File: config.mk
export PLATFORM = sky130hd
export DESIGN_NAME = id_ex_stage
export DESIGN_NICKNAME = d
export VERILOG_FILES = /design/src/rtl/mips_pipe_pkg.sv /design/src/rtl/fwd_unit.sv /design/src/rtl/id_ex_stage.sv
export SDC_FILE = /design/constraint.sdc
export NUM_CORES = 1
export LEC_CHECK = 0
export BUFFER_PORTS_ARGS = -buffer_cell sky130_fd_sc_hd__buf_2
export CORE_AREA = 5 5 158 160
export CTS_CLUSTER_SIZE = 16
export DETAILED_ROUTE_END_ITERATION = 12
export DIE_AREA = 0 0 163 165
export PLACE_DENSITY = 0.74
export SLEW_MARGIN = 40
export SYNTH_ARGS = -nofsm -noshare
export SYNTH_HDL_FRONTEND = slang
export SYNTH_SLANG_ARGS = --single-unit
File: constraint.sdc
create_clock -name clk -period 7.41 [get_ports clk]
set_clock_uncertainty 0.2 [all_clocks]
set_input_delay 1.1115 -clock clk [delete_from_list [all_inputs] [get_ports clk]]
set_output_delay 1.1115 -clock clk [all_outputs]
set_load 0.01 [all_outputs]
File: src/rtl/mips_pipe_pkg.sv
// mips_pipe_pkg
// Definitions shared by the pipeline stages of the 5-stage MIPS core:
//   - forwarding-select encodings, also reported on the fwd_a/fwd_b debug ports
//   - the architectural zero register number
//   - the layout of the ID/EX pipeline register, without the opaque control
//     bundle, whose width is a module parameter
package mips_pipe_pkg;

  localparam logic [1:0] FWD_RF  = 2'd0;  // operand comes from the latched RF read
  localparam logic [1:0] FWD_EXM = 2'd1;  // operand comes from the EX/MEM result
  localparam logic [1:0] FWD_WB  = 2'd2;  // operand comes from the MEM/WB write data

  localparam logic [4:0] REG_ZERO = 5'd0;

  // Fields of the ID/EX register. An all-zero value is a bubble.
  typedef struct packed {
    logic        valid;
    logic        mem_read;
    logic        mem_write;
    logic        reg_write;
    logic [4:0]  waddr;
    logic [4:0]  rs;
    logic [4:0]  rt;
    logic [31:0] rdata1;
    logic [31:0] rdata2;
    logic [31:0] imm;
    logic [31:0] pc4;
  } id_ex_t;

endpackage

File: src/rtl/fwd_unit.sv
// fwd_unit
// Forwarding select and mux for one EX operand. This block is purely
// combinational.
// Ports:
//   src_reg       in  5   register number the EX instruction reads
//   rf_data       in  32  value latched from the register file in ID
//   exm_reg_write in  1   EX/MEM instruction writes a register
//   exm_waddr     in  5   EX/MEM destination register
//   exm_result    in  32  EX/MEM result
//   wb_reg_write  in  1   MEM/WB instruction writes a register
//   wb_waddr      in  5   MEM/WB destination register
//   wb_wdata      in  32  MEM/WB write data
//   sel           out 2   FWD_RF / FWD_EXM / FWD_WB
//   operand       out 32  final operand for the ALU
module fwd_unit
  import mips_pipe_pkg::*;
(
  input  logic [4:0]  src_reg,
  input  logic [31:0] rf_data,
  input  logic        exm_reg_write,
  input  logic [4:0]  exm_waddr,
  input  logic [31:0] exm_result,
  input  logic        wb_reg_write,
  input  logic [4:0]  wb_waddr,
  input  logic [31:0] wb_wdata,
  output logic [1:0]  sel,
  output logic [31:0] operand
);

  logic hit_exm;
  logic hit_wb;

  // $0 is hard-wired to zero, so a write targeting it must never be forwarded.
  assign hit_exm = exm_reg_write && (exm_waddr != REG_ZERO) && (exm_waddr == src_reg);
  assign hit_wb  = wb_reg_write  && (wb_waddr  != REG_ZERO) && (wb_waddr  == src_reg);

  // EX/MEM is checked first: it holds the younger, and therefore newer, value.
  // NOTE: every output gets a default at the top of always_comb so no path
  // leaves it unassigned, which would infer a latch.
  always_comb begin
    sel     = FWD_RF;
    operand = rf_data;
    if (hit_exm) begin
      sel     = FWD_EXM;
      operand = exm_result;
    end else if (hit_wb) begin
      sel     = FWD_WB;
      operand = wb_wdata;
    end
  end

endmodule

File: src/rtl/id_ex_stage.sv
// id_ex_stage
// ID/EX pipeline boundary. It latches the ID operands, the immediate and the
// decoded control. It detects a load-use hazard against the instruction in EX:
// in that case it stalls IF/ID and inserts one bubble. It also forwards
// EX/MEM and MEM/WB results onto the operands it latched.
// Ports:
//   clk, rst                          clock; asynchronous active-high reset
//   id_*                              instruction currently in ID
//   hold                              global freeze; every register keeps its value
//   flush                             taken branch/jump in EX; kill the ID instruction
//   exm_reg_write/waddr/result        EX/MEM forwarding source
//   wb_reg_write/waddr/wdata          MEM/WB forwarding source
//   stall_id                          combinational; hold PC and IF/ID this cycle
//   ex_*                              latched instruction fields seen by EX
//   ex_opa, ex_opb                    forwarded ALU operands
//   fwd_a, fwd_b                      forwarding selects (debug/coverage)
module id_ex_stage
  import mips_pipe_pkg::*;
#(
  parameter int CTRL_W = 16
) (
  input  logic              clk,
  input  logic              rst,
  input  logic              id_valid,
  input  logic [4:0]        id_rs,
  input  logic [4:0]        id_rt,
  input  logic              id_use_rs,
  input  logic              id_use_rt,
  input  logic [4:0]        id_waddr,
  input  logic [31:0]       id_rdata1,
  input  logic [31:0]       id_rdata2,
  input  logic [31:0]       id_imm,
  input  logic [31:0]       id_pc4,
  input  logic              id_mem_read,
  input  logic              id_mem_write,
  input  logic              id_reg_write,
  input  logic [CTRL_W-1:0] id_ctrl,
  input  logic              hold,
  input  logic              flush,
  input  logic              exm_reg_write,
  input  logic [4:0]        exm_waddr,
  input  logic [31:0]       exm_result,
  input  logic              wb_reg_write,
  input  logic [4:0]        wb_waddr,
  input  logic [31:0]       wb_wdata,
  output logic              stall_id,
  output logic              ex_valid,
  output logic              ex_mem_read,
  output logic              ex_mem_write,
  output logic              ex_reg_write,
  output logic [4:0]        ex_waddr,
  output logic [4:0]        ex_rs,
  output logic [4:0]        ex_rt,
  output logic [CTRL_W-1:0] ex_ctrl,
  output logic [31:0]       ex_imm,
  output logic [31:0]       ex_pc4,
  output logic [31:0]       ex_opa,
  output logic [31:0]       ex_opb,
  output logic [1:0]        fwd_a,
  output logic [1:0]        fwd_b
);

  id_ex_t            ex_q,   ex_d;
  logic [CTRL_W-1:0] ctrl_q, ctrl_d;
  logic              luh;

  // A load in EX has no data yet. A dependent instruction in ID must wait one
  // cycle; after that the load data is taken from MEM/WB by forwarding.
  assign luh = ex_q.valid && ex_q.mem_read && (ex_q.waddr != REG_ZERO) && id_valid &&
               ((id_use_rs && (id_rs == ex_q.waddr)) ||
                (id_use_rt && (id_rt == ex_q.waddr)));

  // A flush kills the ID instruction anyway, so stalling for it is pointless.
  // During hold nothing advances, so the stall is suppressed as well.
  assign stall_id = luh && !flush && !hold;

  always_comb begin
    ex_d   = ex_q;
    ctrl_d = ctrl_q;
    if (flush || luh) begin
      ex_d   = '0;
      ctrl_d = '0;
    end else begin
      ex_d.valid     = id_valid;
      ex_d.mem_read  = id_mem_read  && id_valid;
      ex_d.mem_write = id_mem_write && id_valid;
      ex_d.reg_write = id_reg_write && id_valid;
      ex_d.waddr     = id_waddr;
      ex_d.rs        = id_rs;
      ex_d.rt        = id_rt;
      ex_d.rdata1    = id_rdata1;
      ex_d.rdata2    = id_rdata2;
      ex_d.imm       = id_imm;
      ex_d.pc4       = id_pc4;
      ctrl_d         = id_ctrl;
    end
  end

  // hold has priority over flush and bubbles: the register simply does not
  // load. EX keeps flush asserted while frozen, so a flush is not lost.
  // NOTE: sequential state uses non-blocking assignments, and the reset is in
  // the sensitivity list, so it clears the stage without waiting for a clock.
  always_ff @(posedge clk or posedge rst) begin
    if (rst) begin
      ex_q   <= '0;
      ctrl_q <= '0;
    end else if (!hold) begin
      ex_q   <= ex_d;
      ctrl_q <= ctrl_d;
    end
  end

  assign ex_valid     = ex_q.valid;
  assign ex_mem_read  = ex_q.mem_read;
  assign ex_mem_write = ex_q.mem_write;
  assign ex_reg_write = ex_q.reg_write;
  assign ex_waddr     = ex_q.waddr;
  assign ex_rs        = ex_q.rs;
  assign ex_rt        = ex_q.rt;
  assign ex_ctrl      = ctrl_q;
  assign ex_imm       = ex_q.imm;
  assign ex_pc4       = ex_q.pc4;

  fwd_unit u_fwd_a (
    .src_reg      (ex_q.rs),
    .rf_data      (ex_q.rdata1),
    .exm_reg_write(exm_reg_write),
    .exm_waddr    (exm_waddr),
    .exm_result   (exm_result),
    .wb_reg_write (wb_reg_write),
    .wb_waddr     (wb_waddr),
    .wb_wdata     (wb_wdata),
    .sel          (fwd_a),
    .operand      (ex_opa)
  );

  fwd_unit u_fwd_b (
    .src_reg      (ex_q.rt),
    .rf_data      (ex_q.rdata2),
    .exm_reg_write(exm_reg_write),
    .exm_waddr    (exm_waddr),
    .exm_result   (exm_result),
    .wb_reg_write (wb_reg_write),
    .wb_waddr     (wb_waddr),
    .wb_wdata     (wb_wdata),
    .sel          (fwd_b),
    .operand      (ex_opb)
  );

endmodule
==> flow_summary.ini <==
[cts]
hold_buffers = 0
cts_buffers = 17
postCtsSetupRepairBufs = 0
h-tree-depth = 4
clkSlewWorstSetupHoldPaths_ns = 0.07
cts_buffer_depth = 2
tritoncts = done
clkSinkCount = 163
cts_resized = 0
root_buffer = clkbuf_16
clk_latency_ns = 0.42

[sta]
rsz0062_at_grt = no
hold_viol_final = 0
worstMarginPinSlew_ns = 0.757
min_period_over_period_pct = 68.7
setup_viol = 0
fmax_mhz = 197
fin_ws_ns = 2.32
drv_slew = 0
relSlewSlack_pct = 49.5
setup_tns_ns = 0
period_minus_slack_ns = 5.09

[synth]
synth.top_cells.by_area = dfrtp_1 40%, a32oi_1 14%, buf_4 6.2%
syn_inst = 1205
synth_edf_count = 0
yosys_most_used_dff = dfrtp_1
synth-async-reset-ratio_pct = 100
synth_seq_cells = 163
synthesis.area_um2 = 10300
syn_nets = 1450
synth.distinct_cells = 31
ys_warn_count = 0
yosys.area.top_type_share_pct = 39.8
synth_area_per_cell_um2 = 8.51
ys_seq_area_share_pct = 39.8
yosys.area.top_type = dfrtp_1

[routing]
vias_per_cell = 6.34
met3_length_mm = 5.06
routedWlPerCell_um = 23.8
postRouteAntennaNets = 0
totalWireLength_mm = 42.2
top_layer = met5
drt-met1-wl_mm = 15.2
dr_wl_met2_mm = 20.4
drc = 0
first_pass_iters = 6
drtIter0Drc = 1569
num_vias = 11300

[worst_setup_path]
path_max_fanout = 33
crit_buf_inv = 4
worstReg2RegEnd = ex_rs[1]
path_cells = buf_2, or4_4, o211ai_4, buf_4, or2_1, buf_4, a31oi_1, buf_2
cp-start-kind = input port
reg2reg_slack_ns = 4.24
end_kind = output pin
rr_worst_depth = 7
worstPathArrival_ns = 3.78
critPathTopFamily = simple AND/OR/NAND/NOR gates
crit_slowest_cell = or2_1
timing.rr.start = ex_waddr[1]
slowest_delay_ns = 0.63
cp.required_ns = 6.10
path_class = input port to output pin

[global_route]
grt_usage_pct = 30.0
grt_max_degree = 227
antenna_found_initial = 18
grt_pass1_wl_mm = 63.2
overflow = 0
grt_pass1_vias = 10700

[floorplan]
fp.dieW_um = 163
ios = 413
initial_core_util_pct = 44.1
core-area_um2 = 23300
rows = 56
die_h_um = 165
dieArea_um2 = 26900

[hold_path]
hp-start = ex_imm[5]
whs_endpoint = ex_imm[5]
hold_path_class = flip-flop to flip-flop
hold_depth = 2

[placement]
dp_hpwl_mm = 28.8
io_buffers = 412
place_area_um2 = 11800
place_ws_ns = 2.38
dp.cells = 1727
routabilityCongestion = 0.945

[layout]
area_growth_pct = 21.6
stdcell_count = 1774
nets = 1675
final_cell_mix = 411 x buf_2, 165 x nand2_1, 163 x dfrtp_1
layout_commonest_cell = buf_2
drive_gt1_share_pct = 33.7
final_util_pct = 53.6
final_area_um2 = 12500

[job]
cap_violations = 0

[power_and_ir_drop]
vdd_drop_max_uv = 141
power_density_nw_per_um2 = 220
power_leakage_nw = 5.20

[run_status]
outcome = completed
[flip-flops by register name (all words and copies together), names as in the netlist]
name,count
ex_reg_write,1
ex_pc4,32
ex_imm,32
ex_rt,5
ex_valid,1
ex_mem_read,1
ex_mem_write,1
ex_q,64
ex_ctrl,16
ex_waddr,5
ex_rs,5
[Yosys cell counts, types with 3 or more instances]
cell type	instances
nand4_1	68
nand2_1	165
or2_1	3
clkbuf_1	110
a32oi_1	162
xnor2_1	20
buf_1	8
o31ai_1	64
o21ai_0	88
xor2_1	10
nor2_1	3
dfrtp_1	163
buf_4	85
nor3_1	66
a31oi_1	64
o21ai_1	77
buf_2	30
[worst max-delay path by stage]
| stage | start | endpoint | slack [ns] | cells after the start |
|---|---|---|---|---|
| detailed placement | exm_waddr[4] | ex_opb[27] | 2.38 | 8 |
| floorplan | rst | ex_ctrl[0] | 1.69 | 1 |
| finish | exm_waddr[4] | ex_opb[27] | 2.32 | 8 |
| CTS | exm_waddr[4] | ex_opb[27] | 2.37 | 8 |
| global placement | exm_waddr[4] | ex_opb[27] | 2.39 | 8 |
| global route | exm_waddr[4] | ex_opb[27] | 2.23 | 8 |
[where the power goes]
group          switching (mW)  total, mW  internal [mW]
Clock                   0.410      0.886          0.476
Sequential             0.0817       1.08          0.998
Combinational           0.499      0.780          0.281
[per-stage QoR]
step | hold slack, ns | total power, mW
6_report | 0.285 | 2.75
5_1_grt | 0.308 | 2.88
4_1_cts | 0.289 | 2.76
3_5_place_dp | 0.273 | 1.86
3_3_place_gp | 0.266 | 1.85
2_1_floorplan | 0.257 | 1.57
[worst reg2reg max path, stage by stage (launching register included)]
cell	delay (ns)
dfrtp_1	0.44
or4_1	0.63
o21ai_4	0.16
buf_4	0.37
buf_12	0.30
buf_6	0.57
a32oi_1	0.31
o21ai_1	0.11
[cells by family (layout without fill, tap and decap cells)]
| logic type | Yosys count | after routing | share of synthesized area, % |
|---|---|---|---|
| AO/OA/AOI/OAI | 460 | 460 | 30.9 |
| XOR/XNOR | 30 | 30 | 2.56 |
| buffers and inverters | 236 | 474 | 12.1 |
| flip-flops | 163 | 163 | 39.8 |
| other | 0 | 12 | 0 |
| AND/OR/NAND/NOR | 316 | 316 | 14.6 |
[final cells by class]
| type | count | area, µm² |
|---|---|---|
| fill | 2231 | 10800 |
| multi-input combinational | 806 | 5010 |
| sequential | 163 | 4080 |
| timing repair buffer | 439 | 2350 |
| clock buffer | 19 | 433 |
| tap | 319 | 399 |
| clock inverter | 13 | 140 |
| antenna | 12 | 30.0 |
| inverter | 3 | 23.8 |
[layer usage]
metal  track usage, %  vias up
met5                0        -
met4             12.0       16
met3             10.1      119
met2             49.5      759
met1             36.4     5320
li1                 -     5042
(Power assumes the default switching activity.)
